===== src/rtl/imm_select_pipe_rv.sv =====
// Pipelined RV immediate generator: decodes the immediate at the input and queues
// results in a 2-entry (main + skid) valid/ready buffer, with tag pass-through and an illegal-type counter.
module imm_select_pipe_rv #(
    parameter int XLEN  = 32,
    parameter int TAG_W = 8,
    parameter int CNT_W = 8
) (
    input  logic             clock,
    input  logic             reset_n,
    input  logic             in_valid,
    output logic             in_ready,
    input  logic [24:0]      in_instr,
    input  logic [2:0]       in_immtype,
    input  logic [TAG_W-1:0] in_tag,
    output logic             out_valid,
    input  logic             out_ready,
    output logic [XLEN-1:0]  out_imm,
    output logic [TAG_W-1:0] out_tag,
    output logic             out_err,
    input  logic             clr_err,
    output logic [CNT_W-1:0] err_count
);

    typedef enum logic [1:0] {
        st_empty = 2'd0,
        st_one   = 2'd1,
        st_two   = 2'd2
    } state_t;

    localparam logic [2:0] T_I  = 3'b000;
    localparam logic [2:0] T_S  = 3'b001;
    localparam logic [2:0] T_B  = 3'b010;
    localparam logic [2:0] T_U  = 3'b011;
    localparam logic [2:0] T_J  = 3'b100;
    localparam logic [2:0] T_Z  = 3'b101;
    localparam logic [2:0] T_SH = 3'b110;

    function automatic logic signed [XLEN-1:0] sext32(input logic signed [31:0] v);
        return XLEN'(v);
    endfunction

    function automatic logic [CNT_W-1:0] sat_inc(input logic [CNT_W-1:0] v);
        return (&v) ? v : v + 1'b1;
    endfunction

    state_t state, state_nxt;

    logic                    s;
    logic signed [XLEN-1:0]  imm_p0;
    logic                    err_p0;
    logic [XLEN-1:0]         imm_p1, imm_sk;
    logic [TAG_W-1:0]        tag_p1, tag_sk;
    logic                    err_p1, err_sk;
    logic [CNT_W-1:0]        cnt_p1;
    logic                    accept, drain;
    logic                    load_main_in, load_skid_in, load_main_skid;

    // Stage p0: combinational immediate decode on the incoming beat
    assign s = in_instr[24];

    always_comb begin
        imm_p0 = '0;
        err_p0 = 1'b0;
        case (in_immtype)
            T_I:  imm_p0 = sext32({{20{s}}, in_instr[24:13]});
            T_S:  imm_p0 = sext32({{20{s}}, in_instr[24:18], in_instr[4:0]});
            T_B:  imm_p0 = sext32({{20{s}}, in_instr[0], in_instr[23:18], in_instr[4:1], 1'b0});
            T_U:  imm_p0 = sext32({in_instr[24:5], 12'h000});
            T_J:  imm_p0 = sext32({{12{s}}, in_instr[12:5], in_instr[13], in_instr[23:14], 1'b0});
            T_Z:  imm_p0 = XLEN'(in_instr[12:8]);
            T_SH: imm_p0 = (XLEN == 64) ? XLEN'(in_instr[18:13]) : XLEN'(in_instr[17:13]);
            default: err_p0 = 1'b1;
        endcase
    end

    // Handshake and buffer control derive only from registered state
    assign in_ready  = (state != st_two);
    assign out_valid = (state != st_empty);
    assign accept    = in_valid & in_ready;
    assign drain     = out_valid & out_ready;

    always_comb begin
        state_nxt      = state;
        load_main_in   = 1'b0;
        load_skid_in   = 1'b0;
        load_main_skid = 1'b0;
        case (state)
            st_empty: begin
                if (accept) begin
                    load_main_in = 1'b1;
                    state_nxt    = st_one;
                end
            end
            st_one: begin
                if (accept && drain) begin
                    load_main_in = 1'b1;
                end else if (accept) begin
                    load_skid_in = 1'b1;
                    state_nxt    = st_two;
                end else if (drain) begin
                    state_nxt = st_empty;
                end
            end
            st_two: begin
                if (drain) begin
                    load_main_skid = 1'b1;
                    state_nxt      = st_one;
                end
            end
            default: state_nxt = st_empty;
        endcase
    end

    // Stage p1: main/skid registers and error counter
    always_ff @(posedge clock or negedge reset_n) begin
        if (!reset_n) begin
            state  <= st_empty;
            imm_p1 <= '0;
            tag_p1 <= '0;
            err_p1 <= 1'b0;
            imm_sk <= '0;
            tag_sk <= '0;
            err_sk <= 1'b0;
            cnt_p1 <= '0;
        end else begin
            state <= state_nxt;
            if (load_main_in) begin
                imm_p1 <= imm_p0;
                tag_p1 <= in_tag;
                err_p1 <= err_p0;
            end else if (load_main_skid) begin
                imm_p1 <= imm_sk;
                tag_p1 <= tag_sk;
                err_p1 <= err_sk;
            end
            if (load_skid_in) begin
                imm_sk <= imm_p0;
                tag_sk <= in_tag;
                err_sk <= err_p0;
            end else if (load_main_skid) begin
                imm_sk <= '0;
                tag_sk <= '0;
                err_sk <= 1'b0;
            end
            // Clear wins over a same-cycle illegal accept
            if (clr_err)
                cnt_p1 <= '0;
            else if (accept && err_p0)
                cnt_p1 <= sat_inc(cnt_p1);
        end
    end

    assign out_imm   = imm_p1;
    assign out_tag   = tag_p1;
    assign out_err   = err_p1;
    assign err_count = cnt_p1;

endmodule

===== config.mk =====
export PLATFORM = sky130hd
export DESIGN_NAME = imm_select_pipe_rv
export DESIGN_NICKNAME = d
export VERILOG_FILES = /design/src/rtl/imm_select_pipe_rv.sv
export SDC_FILE = /design/constraint.sdc
export NUM_CORES = 1
export LEC_CHECK = 0
export ABC_AREA = 1
export CAP_MARGIN = 10
export CORE_ASPECT_RATIO = 0.7
export CORE_MARGIN = 5
export CORE_UTILIZATION = 47
export DETAILED_ROUTE_END_ITERATION = 7
export PLACE_DENSITY_LB_ADDON = 0.05
export SETUP_SLACK_MARGIN = 0.3
export SLEW_MARGIN = 15
export SYNTH_ARGS = -nofsm -noshare
export SYNTH_HDL_FRONTEND = slang
export SYNTH_SLANG_ARGS = --single-unit

===== constraint.sdc =====
create_clock -name clock -period 1.4 [get_ports clock]
set_input_delay 0.28 -clock clock [delete_from_list [all_inputs] [get_ports clock]]
set_output_delay 0.28 -clock clock [all_outputs]
set_load 0.02 [all_outputs]

Yosys cells after proc, flatten, opt, wreduce, memory -nomap -nowiden:

Cells that the tools add are included.

* add/sub/neg operators: 1
* eq/ne operators: 14
* mux-type cells: 30
* bitwise gates (word level): 2
* reduce and logical (&&, ||, !) cells: 12

Operators by type and width (count)
* $pmux 32 s7: 1
* $mux 32: 4
* $mux 8: 7
* $mux 1: 11
* $mux 2: 5
* $ne 2x2->1 const B: 5
* $eq 3x3->1 const B: 3
* $add 8x1->8 const B: 1
* $reduce_and 8->1: 1
* $reduce_bool 2->1: 4
* $reduce_or 7->1: 1
* $eq 3x2->1 const B: 2
* $pmux 2 s3: 1
* $reduce_and 4->1: 1
* $eq 3x1->1 const B: 1
* $logic_not 3->1: 1
* $ne 3x3->1 const B: 1
* $and 1x1->1: 2
* $eq 2x1->1 const B: 1
* $eq 2x2->1 const B: 1
* $logic_and 1x1->1: 2
* $logic_not 2->1: 1
* $pmux 1 s2: 1
* $reduce_and 2->1: 1

* bits in registers: 92
* input port bits: 41
* output and inout bits: 51
* logic and storage cells: 67

Longest topological paths before layout:

* depth after elaboration: 6
* gate-level depth with buffers: 10
* depth with buffers taken out: 9

Worst setup path before layout:

OpenSTA, ideal clock, no wires.

* path type: register -> register
* start point: reg cnt_p1[0], in the netlist err_count[0]
* end point: reg cnt_p1[3], in the netlist err_count[3]
* arrival: 1.428 ns
* required time: 1.326 ns
* path slack: -0.102 ns
* cell stages (with the launch flop): 9
* path through: dfrtp_1 > ha_1 > nand2_1 > nor2_1 > nand3_1 > nand2_2 > buf_6 > nand2_1 > o21ai_2

* longest elaborated chain between the ends: 4
* elaborated cells on any way between the ends: 7

RTL lines
* start, declared: RTL line 54 `logic [CNT_W-1:0] cnt_p1;`
* start signal, assigned: RTL line 149 `cnt_p1 <= sat_inc(cnt_p1);`
* $add 8x1->8: RTL line 43 `return (&v) ? v : v + 1'b1;`
* $mux 8: RTL line 43
* $mux 8: RTL line 148 `else if (accept && err_p0)`
* $mux 8: RTL line 146 `if (clr_err)`

Several ways; a longest one is shown, not always the timed one. The select of a mux whose other input is x is not followed.
A chain may end at the register's enable or synchronous reset.

Final worst setup path:

* start point: reg state[1]
* end point: reg imm_sk[2]

* longest elaborated chain between the ends: 6
* elaborated cells on any way between the ends: 14

RTL lines
* start, declared: RTL line 46 `state_t state, state_nxt;`
* start signal, assigned: RTL line 117 `state <= st_empty;`
* start signal, assigned: RTL line 126 `state <= state_nxt;`
* $ne 2x2->1 or $reduce_bool 2->1 (tied branches): RTL line 77, 78
* $and 1x1->1 (on tied branches): RTL line 79, 80
* $mux 1 or $logic_and 1x1->1 (tied branches): RTL line 97, 95
* $mux 1: RTL line 95 `if (accept && drain) begin`
* $mux 1: RTL line 87 `case (state)`
* $mux 32 or $reduce_bool 2->1 (tied branches)
* end signal, assigned: RTL line 137 `imm_sk <= imm_p0;`
* end, declared: RTL line 51 `logic [XLEN-1:0] imm_p1, imm_sk;`

Several ways; a longest one is shown, not always the timed one.

==> flow_summary_export.csv <==
group,metric,value,unit
status,status,"completed",
logic_synthesis,syn_avg_cell_area,7.81,µm²
detailed_routing,num_vias,4373,
setup_path,worst_ep_required_time,1.69,ns
clock_tree,clock_latency,0.35,ns
logic_synthesis,netlist_area,4520,µm²
logic_synthesis,synth_cells,579,
global_route,grt_pass1_vias,4241,
timing,slew_headroom,0.779,
die,fp.dieH,92.1,µm
timing,fin_crit_sh,0.977,
timing,drv_slew,0,
setup_path,crit_family,"simple AND/OR/NAND/NOR gates",
power_and_ir_drop,p_leak,0.00345,µW
layout,num_antenna_cells,0,
clock_tree,cts-root-buf,"clkbuf_16",
clock_tree,cts_tree,"built",
die,dieArea,11700,µm²
clock_tree,clock_sinks,92,
min_path,worstHoldPathCells,2,
logic_synthesis,ys_ff_latch,92,
timing,setup_viol,0,
timing,hold_violations,0,
logic_synthesis,yosys.area.top_type,"dfrtp_1",
detailed_routing,viasPerCell,5.00,
setup_path,crit_path_end_kind,"flop",
layout,fin_cells,875,
power_and_ir_drop,power_density,1320,nW/µm²
timing,period_needed,1.37,ns
global_route,grt_max_degree,39,
die,die_x,127,µm
setup_path,startpoint_type,"flop",
die,ioPinCount,92,
placed_design,io_buffers,91,
logic_synthesis,synth.distinct_cells,31,
placed_design,hpwl,8410,µm
clock_tree,cts.reportedPaths.clkPinSlew,0.07,ns
setup_path,crit_path_frequent_cell,"nand2_1",
flow_run,drv_cap,0,
layout,design_area,6950,µm²
setup_path,rr_worst_depth,7,
detailed_routing,firstDrtPassIters,5,
setup_path,cp_slowest_stage_delay,0.43,ns
global_route,antenna_found_initial,0,
min_path,hold_class,"in -> reg",
layout,synthToLayoutAreaGrowth,53.8,%
setup_path,path_depth,7,
logic_synthesis,syn-num-nets,621,
setup_path,cp_slowest_cell,"dfrtp_2",
detailed_routing,initialDrtViolationCount,329,
setup_path,crit_fanout,27,
global_route,gr-total-overflow,0,
die,initial_core_util,0.474,
power_and_ir_drop,ir_drop,903,µV
setup_path,worstPathArrival,1.65,ns
logic_synthesis,ys_seq_area_frac,0.509,
layout,layout-drive-gt1-share,0.323,
clock_tree,htree_levels,3,
detailed_routing,avgRoutedWirePerCell,14.7,µm
logic_synthesis,ys_warn_count,0,
global_route,grtUsageTotal,0.216,
timing,rsz0062_at_grt,"yes",
timing,worstMarginPinSlew,0.331,ns
detailed_routing,drc,0,
setup_path,path_buf_inv,3,
die,row_count,30,
layout,fillCellCount,735,
global_route,grt_pass1_wl,20300,µm
layout,nNetsFinal,784,
setup_path,critPathKind,"reg -> reg",
clock_tree,cts_buffers,9,
detailed_routing,wirelength,12900,µm
setup_path,crit_chain,"buf_4 -> nand3_4 -> inv_8 -> nor2_4 -> buf_12 -> nand2_1 -> nand2_1",
placed_design,routabilityCongestion,0.857,
timing,max_freq,731,MHz
logic_synthesis,synth_top_cell_area_share,0.509,
placed_design,place_area,6030,µm²
logic_synthesis,synthTopCellsByArea,"dfrtp_1 51%, nand2_1 21%, nand3_1 5.3%",
detailed_routing,detail-route-antenna-nets,0,
die,coreArea,9530,µm²
clock_tree,clk_path_buf_depth,2,
timing,skew,0.00463,ns
placed_design,placedCellCount,822,
## cells in the final DEF (no fill, tap or decap), types with 5 or more instances in the layout
cell | Yosys | routed
a21oi_2 | 0 | 8
buf_12 | 0 | 11
buf_4 | 3 | 64
buf_6 | 8 | 58
clkbuf_16 | 0 | 10
clkdlybuf4s50_1 | 0 | 35
dfrtp_1 | 92 | 88
inv_1 | 45 | 43
inv_2 | 7 | 5
nand2_1 | 259 | 243
nand2_2 | 4 | 16
nand3_1 | 48 | 44
nand3_4 | 1 | 5
nor2_1 | 10 | 6
nor2_4 | 2 | 5
nor3_2 | 1 | 5
o21ai_1 | 9 | 28
o21ai_2 | 5 | 19
## cell usage after synthesis, drive strengths merged
library cell / instances
nand2: 266
dfrtp: 92
inv: 52
o21ai: 51
nand3: 50
buf: 23
nor2: 14
a21oi: 10
nor3: 7
nand4: 3
o211ai: 3
clkbuf: 2
o21bai: 2
clkinv: 1
ha: 1
o31ai: 1
or2: 1
## per-stage QoR
step | setup TNS [ns] | hold slack [ns] | setup WS, ns | total power [µW] | utilization
global route | -0.686 | 0.305 | -0.0461 | 9670 | 0.729
floorplan | 0 | -0.0156 | 0.0587 | 4980 | -
finish | 0 | 0.234 | 0.0318 | 9170 | 0.729
CTS | 0 | 0.371 | 0.0514 | 8960 | 0.694
global placement | -27.55 | 0.204 | -0.387 | 6130 | 0.632
detailed placement | -30.41 | 0.204 | -0.422 | 6190 | 0.632
## layout make-up
type | instances | area, µm² | share of cell area
Clock inverter | 6 | 71.3 | 0.0103
Inverter | 53 | 224 | 0.0322
Sequential cell | 92 | 2310 | 0.332
Clock buffer | 10 | 229 | 0.0329
Timing Repair Buffer | 176 | 1800 | 0.259
Tap cell | 128 | 160 | 0.0230
Multi-Input combinational cell | 410 | 2160 | 0.311
## cells by family after synthesis
logic type,count (synthesis),share of synthesized area
AND/OR/NAND/NOR,341,0.320
buffers and inverters,78,0.0838
adder cells (fa/ha/maj),1,0.00277
AO/OA/AOI/OAI,67,0.0841
flip-flops,92,0.509
## report_power, final
| group | switching [µW] | internal [µW] | leakage, µW | total [µW] |
|---|---|---|---|---|
| registers | 399 | 3270 | 0.00119 | 3660 |
| clock network | 1080 | 1410 | 0.000145 | 2490 |
| logic | 1520 | 1490 | 0.00211 | 3020 |
| total | 3000 | 6160 | 0.00345 | 9170 |
## sequential cells by signal, indices dropped and copies added, names as in the netlist
| register | count |
|---|---|
| tag_sk | 8 |
| out_tag | 8 |
| err_sk | 1 |
| imm_sk | 32 |
| out_imm | 32 |
| out_err | 1 |
| state | 2 |
| err_count | 8 |
## final timing paths
check / start / end / slack, ns
setup reg to reg: state[1] / imm_sk[2] / 0.03
max in group asynchronous: reset_n / imm_sk[26] / 0.51
min in group asynchronous: reset_n / out_imm[13] / 0.37
hold reg to reg: tag_sk[7] / tag_sk[7] / 0.47
hold / removal: out_ready / state[1] / 0.23
setup / recovery: state[1] / imm_sk[2] / 0.03
## worst register-to-register path, delay by kind of cell (launching register included)
family / cells / cell delay, ns
flip-flops: 1 / 0.43
AND/OR/NAND/NOR: 4 / 0.46
buffers and inverters: 3 / 0.41
## layer usage
| layer | wire length [µm] | part of all wire | track usage | up-vias |
|---|---|---|---|---|
| li1 | - | - | - | 2166 |
| met1 | 5870 | 0.46 | 0.292 | 2077 |
| met2 | 6080 | 0.47 | 0.334 | 108 |
| met3 | 682 | 0.053 | 0.0658 | 22 |
| met4 | 217 | 0.017 | 0.0688 | 0 |
| met5 | 0 | 0 | 0 | - |
## repair_timing
item	4_1_cts	5_1_grt
pin swaps	3	10
buffers inserted	16	17
setup endpoints to repair	143	143
hold endpoints to repair	20	0
hold buffers	1	0
resized for setup	329	55
gates cloned	1	2
No activity file was read; power rests on OpenSTA's default activity.
